`config.mk`:
```
export PLATFORM = sky130hd
export DESIGN_NAME = alu_rotate_sequencer
export DESIGN_NICKNAME = d
export VERILOG_FILES = /design/src/rtl/alu_rotate_sequencer.sv
export SDC_FILE = /design/constraint.sdc
export NUM_CORES = 1
export LEC_CHECK = 0
export CAP_MARGIN = 20
export CORE_MARGIN = 2
export CORE_UTILIZATION = 45
export CTS_CLUSTER_DIAMETER = 80
export DETAILED_ROUTE_END_ITERATION = 12
export GPL_TIMING_DRIVEN = 0
export HOLD_SLACK_MARGIN = 0.15
export PLACE_DENSITY = 0.94
export SYNTH_ARGS = -nofsm -noshare
export SYNTH_HDL_FRONTEND = slang
export SYNTH_SLANG_ARGS = --single-unit
export TNS_END_PERCENT = 5
```
`constraint.sdc`:
```
create_clock -name clk -period 3.45 [get_ports clk]
set_input_delay 0.69 -clock clk [delete_from_list [all_inputs] [get_ports clk]]
set_output_delay 0.69 -clock clk [all_outputs]
set_load 0.02 [all_outputs]
```
`src/rtl/alu_rotate_sequencer.sv`:
```
// Multi-cycle rotate sequencer driving a single-bit-rotate ALU.
// Iterates ROL/ROR by one per cycle, feeding alu_r back as alu_a.
module alu_rotate_sequencer #(
    parameter int unsigned COUNT_BITS  = 5,
    parameter logic [3:0]  ALU_OP_IDLE = 4'd0,
    parameter logic [3:0]  ALU_OP_ROL  = 4'd6,
    parameter logic [3:0]  ALU_OP_ROR  = 4'd7
) (
    input  logic        clk,
    input  logic        reset_n,
    input  logic        start,
    input  logic        dir,
    input  logic [15:0] operand,
    input  logic [7:0]  count,
    output logic        busy,
    output logic        done,
    output logic [15:0] result,
    output logic        carry_out,
    output logic [3:0]  alu_op,
    output logic [15:0] alu_a,
    output logic [15:0] alu_b,
    input  logic [15:0] alu_r
);

    typedef enum logic [1:0] {
        S_IDLE,
        S_RUN,
        S_DONE
    } state_t;

    localparam logic [7:0] CNT_MASK = 8'((1 << COUNT_BITS) - 1);

    state_t                state_q;
    logic [15:0]           work_q;
    logic [COUNT_BITS-1:0] cnt_q;
    logic                  dir_q;
    logic [15:0]           result_q;
    logic                  carry_out_q;
    logic                  busy_q;
    logic                  done_q;

    logic [COUNT_BITS-1:0] cnt_in;
    logic                  rot_bit;

    // Only the low count bits matter; upper bits are architecturally ignored.
    assign cnt_in  = COUNT_BITS'(count & CNT_MASK);
    // Bit that the current single-step rotate moved around the word.
    assign rot_bit = dir_q ? alu_r[15] : alu_r[0];

    // Sequencer FSM with registered status and result outputs.
    always_ff @(posedge clk or negedge reset_n) begin
        if (!reset_n) begin
            state_q     <= S_IDLE;
            work_q      <= '0;
            cnt_q       <= '0;
            dir_q       <= 1'b0;
            result_q    <= '0;
            carry_out_q <= 1'b0;
            busy_q      <= 1'b0;
            done_q      <= 1'b0;
        end else begin
            done_q <= 1'b0;
            unique case (state_q)
                S_IDLE: begin
                    if (start) begin
                        work_q <= operand;
                        dir_q  <= dir;
                        cnt_q  <= cnt_in;
                        busy_q <= 1'b1;
                        if (cnt_in != '0) begin
                            state_q <= S_RUN;
                        end else begin
                            // Zero count: word passes through, CF untouched.
                            state_q  <= S_DONE;
                            done_q   <= 1'b1;
                            result_q <= operand;
                        end
                    end
                end
                S_RUN: begin
                    work_q <= alu_r;
                    cnt_q  <= cnt_q - 1'b1;
                    if (cnt_q == COUNT_BITS'(1)) begin
                        state_q     <= S_DONE;
                        done_q      <= 1'b1;
                        result_q    <= alu_r;
                        carry_out_q <= rot_bit;
                    end
                end
                S_DONE: begin
                    state_q <= S_IDLE;
                    busy_q  <= 1'b0;
                end
                default: begin
                    state_q <= S_IDLE;
                    busy_q  <= 1'b0;
                end
            endcase
        end
    end

    // ALU operand steering depends only on internal state.
    always_comb begin
        alu_op = ALU_OP_IDLE;
        alu_a  = '0;
        if (state_q == S_RUN) begin
            alu_op = dir_q ? ALU_OP_ROR : ALU_OP_ROL;
            alu_a  = work_q;
        end
    end

    assign alu_b     = 16'h0000;
    assign busy      = busy_q;
    assign done      = done_q;
    assign result    = result_q;
    assign carry_out = carry_out_q;

endmodule

```
==> results.sh, run 1 <==
export IMPL_outcome="finished clean"
export IMPL_fin_setup_tns_ps=0
export IMPL_dieArea_sq_um=5530
export IMPL_dp_cells=383
export IMPL_rows=25
export IMPL_ys_seq_area_share_pct=48.3
export IMPL_cts_hold_buffers=0
export IMPL_async_reset_ff_share_pct=100
export IMPL_met3_usage_pct=5.83
export IMPL_cts_setup_buffers=0
export IMPL_grt_busiest_layer="met2"
export IMPL_crit_path_end_kind="output pin"
export IMPL_r2r_setup_slack_ps=1450
export IMPL_mostFrequentLayoutCell="clkdlybuf4s50_1"
export IMPL_finalSetupViolCount=0
export IMPL_synth_edff_count=0
export IMPL_core_region_area_sq_um=4750
export IMPL_min_path_type="in -> async"
export IMPL_regToRegEndpoint="result[13]"
export IMPL_ir_drop_mv=0.503
export IMPL_ys_warn_count=0
export IMPL_hold_viol=0
export IMPL_track_usage_pct=21.0
export IMPL_fin_skew_ps=3.06
export IMPL_syn_area_sq_um=2230
export IMPL_final_antenna_net_count=0
export IMPL_fin_nets=369
export IMPL_ys_types=29
export IMPL_antenna_found_initial=0
export IMPL_clk_pin_slew_ps=80
export IMPL_htree_levels=2
export IMPL_fmax_ghz=0.307
export IMPL_drc=0
export IMPL_syn_inst=221
export IMPL_grt_pass1_wl_mm=8.65
export IMPL_cts_sinks=43
export IMPL_chipWidth_um=74.4
export IMPL_syn_avg_cell_area_sq_um=10.1
export IMPL_criticalPathCategory="reg -> out"
export IMPL_wl_per_cell_um=13.8
export IMPL_critical_path_arrival_ps=2570
export IMPL_clk_latency_ps=290
export IMPL_die_y_um=74.4
export IMPL_r2r_start="cnt_q[0]"
export IMPL_fin_crit_ps=3260
export IMPL_cp_required_ps=2760
export IMPL_first_global_vias=1830
export IMPL_num_io_pins=99
export IMPL_cts_root_buffer="clkbuf_8"
export IMPL_routed_via_density=4.71
export IMPL_port_buffers=78
export IMPL_dr_pass1_iters=5
export IMPL_wl_mm=5.38
export IMPL_clockBufferDepth=2
export IMPL_finalCritPeriodShare_pct=94.4
export IMPL_start_util_pct=46.8
export IMPL_ff2ff_path_depth=6
export IMPL_startpoint="state_q[1]"
export IMPL_synth_seq_cells=43
export IMPL_syn_to_final_growth_pct=45.7
export IMPL_overflow=0
export IMPL_drive_gt1_share_pct=18.0
export IMPL_dp_hpwl_mm=4.06
export IMPL_grt_max_degree=42
export IMPL_maxCapViolations=0
export IMPL_via_count=1833
export IMPL_mostFrequentLayoutCells="77 x clkdlybuf4s50_1, 45 x nand2_1, 43 x dfrtp_1"
export IMPL_p_leak_nw=1.57
export IMPL_cp_max_fo=10
export IMPL_met2_usage_pct=37.7
export IMPL_p_per_area_nw_per_um2=849
export IMPL_rsz0062_at_grt="no"
export IMPL_numCtsBuffers=5
export IMPL_synthFlopType="dfrtp_1"
export IMPL_finalMaxSlewViolations=0
export IMPL_cts_tree="built"
export IMPL_layoutNonFillerInstCount=389
export IMPL_met1_usage_pct=24.7
export IMPL_gp_congestion=0.853
export IMPL_n_antenna_cell=0
export IMPL_critPathLaunchType="register"
export IMPL_drt_iter0_drc=98
-- cell usage after synthesis (all sizes together) (2+ instances only) --
master   number  area (sq um)
a21oi         5          25.0
buf          22           168
inv          12          45.0
ha            2          25.0
nor2          9          41.3
dfrtp        43          1080
mux2         22           259
o21ai         9          45.0
nand2b        3          18.8
nand2        45           169
clkbuf        6          22.5
mux2i        11           110
o22ai         4          25.0
and2         17           106
a2bb2oi       2          17.5
-- cell type report --
cell class | count | area (sq um)
fillers | 382 | 1510
plain buffers | 28 | 191
well taps | 67 | 83.8
flip-flops and latches | 43 | 1080
clock buffers | 5 | 68.8
multi-input cells | 154 | 976
repair buffers | 79 | 796
clock inverters | 1 | 7.51
inverters | 12 | 45.0
-- where the power goes --
group	switching, mW	total [mW]	leakage [nW]	internal, mW
logic	0.797	1.58	1.03	0.788
registers	0.140	0.871	0.502	0.732
clock network	0.165	0.299	0.0361	0.134
-- critical path: stages, from the launching register on --
cell	delay, ps
dfrtp_1	460
nand2b_1	170
buf_4	160
inv_2	60
buf_2	270
clkbuf_1	340
and2_1	190
clkdlybuf4s50_1	620
-- metal layers --
metal	wire length, um	part of all wire [%]
met5	0	0
met1	2150	40
met3	360	6.7
met2	2830	53
met4	35	0.65
-- worst max path at each step --
stage / endpoint / slack [ps] / depth (start not counted)
after floorplan: alu_a[10] / 1150 / 6
after global placement: alu_a[8] / 470 / 7
after detailed placement: alu_a[8] / 420 / 7
after CTS: alu_a[8] / 100 / 7
after global routing: alu_a[6] / 70 / 7
final: alu_a[0] / 190 / 7
-- repair_timing --
| item | 4_1_cts | 5_1_grt |
|---|---|---|
| endpoints found under the setup margin | 0 | 10 |
| gates resized for setup | 0 | 2 |
| endpoints found under the hold margin | 0 | 0 |
-- sequential cells by signal (all words and copies together), names as in the netlist --
register   cells
carry_out      1
result        16
work_q        16
state_q        2
done           1
busy           1
dir_q          1
cnt_q          5
-- cells by family after synthesis --
kind of cell	share of synthesized area, %
multiplexers	16.6
other	0.168
AND/OR/NAND/NOR	17.0
adder cells (fa/ha/maj)	1.12
buffers and inverters	10.6
flip-flops	48.3
AO/OA/AOI/OAI	6.24
-- stage by stage --
step	instance area (sq um)	hold WS (ps)	util (%)	power [mW]	setup slack, ps
after floorplan	2290	394	-	1.78	1150
after global placement	3150	450	66.3	2.42	468
after detailed placement	3170	455	66.6	2.47	419
after CTS	3240	184	68.2	2.77	98.0
after global routing	3240	180	68.2	2.95	69.2
final	3240	185	68.2	2.76	194
No activity file was read; power rests on OpenSTA's default activity.
==> run 2, diff against run 1 <==
--- a/config.mk
+++ b/config.mk
@@ -5,7 +5,7 @@
 export SDC_FILE = /design/constraint.sdc
 export NUM_CORES = 1
 export LEC_CHECK = 0
-export CAP_MARGIN = 20
+export CAP_MARGIN = 0
 export CORE_MARGIN = 2
 export CORE_UTILIZATION = 45
 export CTS_CLUSTER_DIAMETER = 80
==> results of run 2 <==
Final layout, timing and power as in run 1 (identical DEF).
==> run 3, diff against run 2 <==
--- a/config.mk
+++ b/config.mk
@@ -12,7 +12,7 @@
 export DETAILED_ROUTE_END_ITERATION = 12
 export GPL_TIMING_DRIVEN = 0
 export HOLD_SLACK_MARGIN = 0.15
-export PLACE_DENSITY = 0.94
+export PLACE_DENSITY = 0.85
 export SYNTH_ARGS = -nofsm -noshare
 export SYNTH_HDL_FRONTEND = slang
 export SYNTH_SLANG_ARGS = --single-unit
==> run 3 against run 2 <==
Register-to-register slack gained 50 ps. Clock power grew 5%. Cell count grew 0.51%. Largest cell class unchanged. Combinational power is essentially flat. Die area is the same. Clock skew shrank 0.73 ps. Non-clock buffer count is the same. First-iteration DRC count shrank 19%. Critical path depth is the same. Critical path type unchanged. Utilization grew 0.32 points. Sequential power is essentially flat.
==> results.sh, run 3 (synthesis results as in run 1) <==
export IMPL_outcome="finished clean"
export IMPL_dr_pass1_iters=4
export IMPL_ir_drop_mv=0.619
export IMPL_finalMaxSlewViolations=0
export IMPL_cts_hold_buffers=0
export IMPL_dieArea_sq_um=5530
export IMPL_r2r_start="cnt_q[0]"
export IMPL_mostFrequentLayoutCell="clkdlybuf4s50_1"
export IMPL_clk_pin_slew_ps=80
export IMPL_fmax_ghz=0.306
export IMPL_met2_usage_pct=35.3
export IMPL_drc=0
export IMPL_htree_levels=2
export IMPL_p_leak_nw=1.57
export IMPL_final_area_sq_um=3260
export IMPL_startpoint="state_q[1]"
export IMPL_grt_busiest_layer="met2"
export IMPL_wl_per_cell_um=13.6
export IMPL_critical_path_arrival_ps=2580
export IMPL_regToRegEndpoint="result[13]"
export IMPL_criticalPathCategory="reg -> out"
export IMPL_start_util_pct=46.8
export IMPL_hold_viol=0
export IMPL_overflow=0
export IMPL_fin_ws_ps=179
export IMPL_met3_usage_pct=6.91
export IMPL_fin_setup_tns_ps=0
export IMPL_routed_via_density=4.67
export IMPL_finalSetupViolCount=0
export IMPL_wl_mm=5.30
export IMPL_post_cts_resize_count=0
export IMPL_core_region_area_sq_um=4750
export IMPL_cts_sinks=43
export IMPL_finalCritPeriodShare_pct=94.8
export IMPL_p_per_area_nw_per_um2=852
export IMPL_utilization_pct=68.6
export IMPL_first_global_vias=1822
export IMPL_final_antenna_net_count=0
export IMPL_fill_cells=381
export IMPL_syn_to_final_growth_pct=46.3
export IMPL_rows=25
export IMPL_power_mw=2.78
export IMPL_grt_pass1_wl_mm=8.42
export IMPL_postPlaceCellArea_sq_um=3170
export IMPL_cp_max_fo=11
export IMPL_numCtsBuffers=5
export IMPL_cp_required_ps=2760
export IMPL_antenna_found_initial=0
export IMPL_port_buffers=78
export IMPL_critPathLaunchType="register"
export IMPL_fin_skew_ps=2.33
export IMPL_num_io_pins=99
export IMPL_via_count=1827
export IMPL_n_antenna_cell=0
export IMPL_drt_iter0_drc=79
export IMPL_crit_path_end_kind="output pin"
export IMPL_cts_tree="built"
export IMPL_clockBufferDepth=2
export IMPL_rsz0062_at_grt="no"
export IMPL_fin_crit_ps=3270
export IMPL_chipWidth_um=74.4
export IMPL_cts_setup_buffers=0
export IMPL_maxSlewHeadroom_pct=64.0
export IMPL_clk_latency_ps=290
export IMPL_post_place_ws_ps=469
export IMPL_grt_max_degree=23
export IMPL_dp_hpwl_mm=4.08
export IMPL_fin_nets=369
export IMPL_drive_gt1_share_pct=17.9
export IMPL_tightest_slew_ps=541
export IMPL_r2r_setup_slack_ps=1500
export IMPL_die_y_um=74.4
export IMPL_track_usage_pct=20.1
export IMPL_ff2ff_path_depth=6
export IMPL_gp_congestion=0.819
export IMPL_met1_usage_pct=24.5
export IMPL_cts_root_buffer="clkbuf_8"
export IMPL_min_path_type="in -> async"
export IMPL_mostFrequentLayoutCells="77 x clkdlybuf4s50_1, 45 x nand2_1, 43 x dfrtp_1"
export IMPL_maxCapViolations=0
## run 3: worst max-delay path: stages, from the launching register on
cell	delay, ps
dfrtp_1	440
nand2b_1	160
buf_4	160
inv_2	60
buf_2	270
clkbuf_1	400
and2_1	190
clkdlybuf4s50_1	610
## run 3: how the worst max path moves through the flow
stage | to | slack, ps | depth (start not counted)
after floorplan | alu_a[10] | 1150 | 6
after global placement | alu_a[10] | 470 | 7
after detailed placement | alu_a[8] | 470 | 7
after CTS | alu_a[8] | 150 | 7
after global routing | alu_a[9] | 7 | 7
final | alu_a[10] | 180 | 7
## run 3: metrics by stage
step                instances  hold slack (ps)
finish                    391              375
global route              391              406
CTS                       391              388
detailed placement        383              455
global placement          382              449
floorplan                 237              394
## run 3: power breakdown
part / leakage (nW) / total (mW) / internal, mW / switching [mW]
Combinational: 1.03 / 1.59 / 0.788 / 0.802
Clock: 0.0412 / 0.314 / 0.142 / 0.172
Sequential: 0.502 / 0.873 / 0.731 / 0.141
## run 3: area by class of cell
type	instances	area (sq um)	area share, %
Multi-Input combinational cell	154	976	29.9
Buffer	28	190	5.83
Clock buffer	6	72.6	2.23
Clock inverter	2	12.5	0.384
Tap cell	67	83.8	2.57
Timing Repair Buffer	79	803	24.6
Sequential cell	43	1080	33.0
Inverter	12	45.0	1.38
## run 3: layer usage
layer	part of all wire (%)	vias to the layer above
met1	40	870
met3	7.3	6
met5	0	-
met2	52	67
met4	0.64	0
li1	-	884
